File: config.mk
export PLATFORM = sky130hd
export DESIGN_NAME = store_formatter_flat
export DESIGN_NICKNAME = d
export VERILOG_FILES = /design/src/rtl/store_formatter_if.sv /design/src/rtl/store_formatter.sv /design/src/flat_wrapper.sv
export SDC_FILE = /design/constraint.sdc
export NUM_CORES = 1
export LEC_CHECK = 0
export CAP_MARGIN = 20
export CORE_MARGIN = 8
export CORE_UTILIZATION = 34
export CTS_BUF_LIST = sky130_fd_sc_hd__clkbuf_4 sky130_fd_sc_hd__clkbuf_8
export CTS_CLUSTER_SIZE = 16
export DETAILED_ROUTE_END_ITERATION = 6
export PLACE_DENSITY_LB_ADDON = 0.2
export SYNTH_ARGS = -nofsm -noshare
export SYNTH_HDL_FRONTEND = slang
export SYNTH_SLANG_ARGS = --single-unit
File: constraint.sdc
create_clock -name clk -period 3.4 [get_ports clk]
set_clock_uncertainty 0.1 [all_clocks]
set_input_delay 0.51 -clock clk [delete_from_list [all_inputs] [get_ports clk]]
set_output_delay 0.51 -clock clk [all_outputs]
set_load 0.01 [all_outputs]
File: src/rtl/store_formatter_if.sv
// ---------------------------------------------------------------------------
// store_formatter_if
// Data-memory write port seen by the store formatter.
//   data_address      word-aligned byte address of the write
//   data_write        write strobe, held until the bus accepts it
//   data_writedata    byte-lane-steered store data
//   data_byteenable   active byte lanes (bit k <-> writedata[8k+7:8k])
//   data_waitrequest  bus not ready; the write is held while high
// master: the formatter (drives the write); slave: the memory/bus side.
// ---------------------------------------------------------------------------
interface store_formatter_if;
    logic [31:0] data_address;
    logic        data_write;
    logic [31:0] data_writedata;
    logic [3:0]  data_byteenable;
    logic        data_waitrequest;

    modport master (
        output data_address,
        output data_write,
        output data_writedata,
        output data_byteenable,
        input  data_waitrequest
    );

    modport slave (
        input  data_address,
        input  data_write,
        input  data_writedata,
        input  data_byteenable,
        output data_waitrequest
    );
endinterface

File: src/rtl/store_formatter.sv
// ---------------------------------------------------------------------------
// store_formatter
// Memory-stage store formatter for MIPS SB/SH/SW/SWL/SWR. Converts the
// effective address and rt value into a word-aligned, little-endian
// byte-enabled bus write and holds the write until the bus accepts it,
// stalling the pipeline meanwhile.
//
// Ports:
//   clk, reset          clock; synchronous active-high reset
//   op_memory           opcode of the memory-stage instruction
//   store_req_memory    memory stage holds a store (sampled only in IDLE)
//   address_memory      effective byte address
//   src_B_memory        rt value to be stored
//   busy_memory         high while a write is outstanding
//   done_memory         1-cycle pulse: write accepted
//   addr_error_memory   1-cycle pulse: misaligned or non-store request
//   timeout_memory      1-cycle pulse: write abandoned after MAX_WAIT waits
//   bus                 data-memory write port (master side)
// ---------------------------------------------------------------------------
module store_formatter #(
    parameter int MAX_WAIT = 255
) (
    input  logic                clk,
    input  logic                reset,
    input  logic [5:0]          op_memory,
    input  logic                store_req_memory,
    input  logic [31:0]         address_memory,
    input  logic [31:0]         src_B_memory,
    output logic                busy_memory,
    output logic                done_memory,
    output logic                addr_error_memory,
    output logic                timeout_memory,
    store_formatter_if.master   bus
);

    localparam logic [5:0] OP_SB  = 6'b101000;
    localparam logic [5:0] OP_SH  = 6'b101001;
    localparam logic [5:0] OP_SWL = 6'b101010;
    localparam logic [5:0] OP_SW  = 6'b101011;
    localparam logic [5:0] OP_SWR = 6'b101110;

    localparam logic [0:0] ST_IDLE = 1'b0;
    localparam logic [0:0] ST_BUSY = 1'b1;

    localparam int CNT_W = $clog2(MAX_WAIT + 1);
    // The counter holds the number of wait edges already seen; the edge that
    // would make it reach MAX_WAIT is the one that abandons the write.
    localparam logic [CNT_W-1:0] CNT_LAST = CNT_W'(MAX_WAIT - 1);

    // ------------------------------------------------------------------
    // Combinational formatting of the current request
    // ------------------------------------------------------------------
    logic [1:0]  offset;
    logic [1:0]  swl_shift;
    logic        fmt_valid;
    logic [3:0]  fmt_be;
    logic [31:0] fmt_raw;
    logic [31:0] fmt_wd;

    assign offset    = address_memory[1:0];
    // SWL moves the top (o+1) bytes of rt down into the low lanes.
    assign swl_shift = 2'd3 - offset;

    always_comb begin
        fmt_valid = 1'b0;
        fmt_be    = 4'b0000;
        fmt_raw   = 32'h0;
        case (op_memory)
            OP_SB: begin
                fmt_valid = 1'b1;
                fmt_be    = 4'b0001 << offset;
                fmt_raw   = {24'h0, src_B_memory[7:0]} << {offset, 3'b000};
            end
            OP_SH: begin
                fmt_valid = ~offset[0];
                fmt_be    = 4'b0011 << offset;
                fmt_raw   = {16'h0, src_B_memory[15:0]} << {offset, 3'b000};
            end
            OP_SW: begin
                fmt_valid = (offset == 2'd0);
                fmt_be    = 4'b1111;
                fmt_raw   = src_B_memory;
            end
            OP_SWL: begin
                fmt_valid = 1'b1;
                fmt_be    = 4'b1111 >> swl_shift;
                fmt_raw   = src_B_memory >> {swl_shift, 3'b000};
            end
            OP_SWR: begin
                fmt_valid = 1'b1;
                fmt_be    = 4'b1111 << offset;
                fmt_raw   = src_B_memory << {offset, 3'b000};
            end
            default: begin
                fmt_valid = 1'b0;
            end
        endcase
    end

    // Lanes that are not enabled are forced to zero on the bus.
    generate
        for (genvar gi = 0; gi < 4; gi++) begin : g_lane
            assign fmt_wd[8*gi +: 8] = fmt_be[gi] ? fmt_raw[8*gi +: 8] : 8'h00;
        end
    endgenerate

    // ------------------------------------------------------------------
    // Write handshake FSM
    // ------------------------------------------------------------------
    logic [0:0]       state_reg;
    logic [CNT_W-1:0] wait_cnt_reg;
    logic [31:0]      address_reg;
    logic [31:0]      writedata_reg;
    logic [3:0]       byteenable_reg;
    logic             write_reg;
    logic             done_reg;
    logic             error_reg;
    logic             timeout_reg;

    always_ff @(posedge clk) begin
        if (reset) begin
            state_reg      <= ST_IDLE;
            wait_cnt_reg   <= '0;
            address_reg    <= 32'h0;
            writedata_reg  <= 32'h0;
            byteenable_reg <= 4'h0;
            write_reg      <= 1'b0;
            done_reg       <= 1'b0;
            error_reg      <= 1'b0;
            timeout_reg    <= 1'b0;
        end else begin
            done_reg    <= 1'b0;
            error_reg   <= 1'b0;
            timeout_reg <= 1'b0;
            case (state_reg)
                ST_IDLE: begin
                    if (store_req_memory) begin
                        if (fmt_valid) begin
                            address_reg    <= {address_memory[31:2], 2'b00};
                            writedata_reg  <= fmt_wd;
                            byteenable_reg <= fmt_be;
                            write_reg      <= 1'b1;
                            wait_cnt_reg   <= '0;
                            state_reg      <= ST_BUSY;
                        end else begin
                            error_reg <= 1'b1;
                        end
                    end
                end
                ST_BUSY: begin
                    // Address/data/byteenable stay frozen for the whole write.
                    if (!bus.data_waitrequest) begin
                        write_reg <= 1'b0;
                        done_reg  <= 1'b1;
                        state_reg <= ST_IDLE;
                    end else if (wait_cnt_reg == CNT_LAST) begin
                        write_reg    <= 1'b0;
                        timeout_reg  <= 1'b1;
                        wait_cnt_reg <= '0;
                        state_reg    <= ST_IDLE;
                    end else begin
                        wait_cnt_reg <= wait_cnt_reg + 1'b1;
                    end
                end
                default: begin
                    state_reg <= ST_IDLE;
                end
            endcase
        end
    end

    assign busy_memory         = (state_reg == ST_BUSY);
    assign done_memory         = done_reg;
    assign addr_error_memory   = error_reg;
    assign timeout_memory      = timeout_reg;
    assign bus.data_address    = address_reg;
    assign bus.data_write      = write_reg;
    assign bus.data_writedata  = writedata_reg;
    assign bus.data_byteenable = byteenable_reg;

endmodule

File: src/flat_wrapper.sv
// flat-port wrapper written by rule: the top's interface ports become plain ports
module store_formatter_flat 
#(
    parameter int MAX_WAIT = 255
)
  (clk, reset, op_memory, store_req_memory, address_memory, src_B_memory, busy_memory, done_memory, addr_error_memory, timeout_memory, bus_data_address, bus_data_write, bus_data_writedata, bus_data_byteenable, bus_data_waitrequest);
  store_formatter_if bus_i ();
  input  logic clk;
  input  logic reset;
  input  logic [5:0] op_memory;
  input  logic store_req_memory;
  input  logic [31:0] address_memory;
  input  logic [31:0] src_B_memory;
  output logic busy_memory;
  output logic done_memory;
  output logic addr_error_memory;
  output logic timeout_memory;
  output wire logic [$bits(bus_i.data_address)-1:0] bus_data_address;
  output wire logic [$bits(bus_i.data_write)-1:0] bus_data_write;
  output wire logic [$bits(bus_i.data_writedata)-1:0] bus_data_writedata;
  output wire logic [$bits(bus_i.data_byteenable)-1:0] bus_data_byteenable;
  input wire logic [$bits(bus_i.data_waitrequest)-1:0] bus_data_waitrequest;
  assign bus_data_address = bus_i.data_address;
  assign bus_data_write = bus_i.data_write;
  assign bus_data_writedata = bus_i.data_writedata;
  assign bus_data_byteenable = bus_i.data_byteenable;
  assign bus_i.data_waitrequest = bus_data_waitrequest;
  store_formatter #(.MAX_WAIT(MAX_WAIT)) u_core (.clk(clk), .reset(reset), .op_memory(op_memory), .store_req_memory(store_req_memory), .address_memory(address_memory), .src_B_memory(src_B_memory), .busy_memory(busy_memory), .done_memory(done_memory), .addr_error_memory(addr_error_memory), .timeout_memory(timeout_memory), .bus(bus_i));
endmodule
==> reports/qor.csv <==
metric,value,unit
Worst path max stage delay,0.77,ns
CTS clock-pin slew for the worst setup and hold paths,0.08,ns
max cap viols,0,
WS Path Type,input port to flip-flop,
VDD IR max,141,uV
Num CTS Buffers,9,
post-route ant nets,0,
RSZ-0062 raised after global routing,false,
Starting Density,0.347,
most frequent cell after synthesis,nand2_1,
GRT Total Usage,0.182,
placed wire-length estimate,10.9,mm
GPL Wtd Cong,0.904,
clk_lat worst skew,0.36,ns
synthesized flop and latch total,79,
drt pass-1 iters,5,
sequential share of the synthesized area,0.379,
post-synth top area share,0.379,
initial antenna violation count,0,
"Critical Path, Cell by Cell",clkdlybuf4s50_1 > buf_4 > nand3b_2 > a2111oi_4 > o211ai_4 > a21o_1 > a21oi_1,
H-tree Lvls,3,
Power Density,338,mW/mm^2
"area leader, netlist",dfxtp_1,
# IOs,147,
DP Cell Count,775,
Fin. Hold Viols,0,
core footprint,0.0120,mm^2
# resized after CTS,0,
Post-synth top cells,"104 x nand2_1, 79 x dfxtp_1, 67 x a21oi_1, 31 x nor2_1",
Post-route DRC,0,
wire per inst,18.5,um
antenna cells,0,
Die ar.,0.0161,mm^2
Met2 Wirelength,7.10,mm
final worst path period share,0.761,
final core occ,0.497,
clk sinks,79,
top_reg_cell synth,dfxtp_1,
M1 WL,6.23,mm
"delay-heaviest family, CP",compound AO/OA/AOI/OAI gates,
chip height,127,um
Worst Path Arrival,2.78,ns
vias in the first global route,4230,
mean post-synth cell area,8.29,um^2
synth warn,0,
max FFs per register,32,
Synth area leaders,"dfxtp_1 38%, nand2_1 9.4%, a21oi_1 8.0%",
Final Setup Violations,0,
final slew viol count,0,
Layout Cells excl Fill,791,
DR iter-0 viols,284,
hold_buf cts,0,
Longest Clk Path Bufs,2,
Leak,0.00208,uW
"slowest stage cell, crit path",a2111oi_4,
post-DR vias/cell,5.49,
fraction of registers with async set/reset,0,
outcome,finished clean,
post-CTS setup buffers,0,
GRT overflow,0,
root buffer cell,clkbuf_8,
final worst path period need,2.59,ns
class of the worst hold path,flip-flop to flip-flop,
Layout Area Growth over Synthesis,43.0,%
site row count,40,
Setup crit end kind,flip-flop,
Final TNS setup,0,ns
total power,2020,uW
Max Fclk,0.387,GHz
Synth Cell Area,0.00417,mm^2
Final Net Count,715,
"Distinct cells, synth",53,
Slew HR,0.413,
largest net degree at the start of global routing,30,
Critical Path Start Type,input port,
Top Metal Used,met4,
routed length on met3,1.03,mm
Gate Count Post-Synth,503,
WL final,14.7,mm
share of cells above drive strength 1,0.106,
Slew @ Worst Pin,0.879,ns
Buffers on Ports,144,
Required @ worst endpoint,3.59,ns
CP Max Fanout,13,
CTS tree,done,
"EDFF count, synth",0,
die width,127,um
Hold WS,0.353,ns
Worst Path Buf+Inv,2,
first-pass GRT wire length,23.2,mm
Via Count,4346,
==> worst paths after layout <==
kind                                                    start                            end  slack [ns]  depth (start not counted)
worst max-delay path                             op_memory[0]   u_core.bus.data_writedata[7]        0.81                          7
worst min-delay path            u_core.bus.data_writedata[21]  u_core.bus.data_writedata[21]        0.35                          2
worst max register to register             u_core.busy_memory         u_core.wait_cnt_reg[2]        1.50                          6
worst min register to register  u_core.bus.data_writedata[21]  u_core.bus.data_writedata[21]        0.35                          2
==> worst reg2reg max path, cell delays in order, from the launching register on <==
cell,delay [ns]
dfxtp_1,0.44
nor2b_1,0.09
buf_4,0.17
nand2_2,0.31
buf_4,0.34
nand2_1,0.11
a311oi_1,0.25
==> metrics by stage <==
stage / setup slack [ns] / cell area (um^2)
final: 0.813 / 5960
after global routing: 0.701 / 5960
after CTS: 0.847 / 5960
after detailed placement: 0.457 / 5740
after global placement: 0.465 / 5740
after floorplan: 1.36 / 4170
==> cell families (layout without fill, tap and decap cells) <==
group / count (synthesis) / after routing / share of synthesized area
adders and majority gates: 2 / 2 / 0.00600
muxes: 24 / 24 / 0.0840
buffers and inverters: 44 / 184 / 0.0522
AOI/OAI and AO/OA: 151 / 151 / 0.248
DFF: 79 / 79 / 0.379
and+or+nand+nor: 202 / 202 / 0.229
other: 1 / 2 / 0.000899
==> layer usage <==
metal  up-vias  track usage
li1       2076            -
met1      2065        0.221
met2       186        0.300
met3        19       0.0486
met4         0       0.0749
met5         -            0
==> final cells by class <==
class	count	area, um^2
Inverter	5	18.8
Sequential cell	79	1580
Multi-Input combinational cell	381	2380
Timing Repair Buffer	163	1570
Clock buffer	11	145
Tap cell	147	184
Clock inverter	5	81.3
Fill cell	1184	6050
==> cell usage in the layout, fill, tap and decap left out, types with 4 or more instances in the layout <==
master and n:
a21oi_1 67, inv_1 5, a211oi_1 4, nand3_1 6, dfxtp_1 79, nor3_1 16
nor2_1 31, a221o_1 5, a21o_1 9, o21ai_0 14, mux4_2 8, nand3b_1 7
mux2_2 8, a22o_1 18, and2_1 4, a221oi_1 12, buf_4 19, clkbuf_8 10
clkdlybuf4s50_1 142, and3_1 9, nand2_1 104, o31ai_1 6, mux2i_1 8
==> where the power goes <==
| part | leakage [uW] | total, uW | internal, uW | switching, uW |
|---|---|---|---|---|
| clock | 0.000113 | 795 | 442 | 354 |
| combinational | 0.00133 | 283 | 149 | 134 |
| sequential | 0.000637 | 938 | 933 | 4.54 |
| total | 0.00208 | 2020 | 1520 | 492 |
Power figures use the tool's default switching activity.
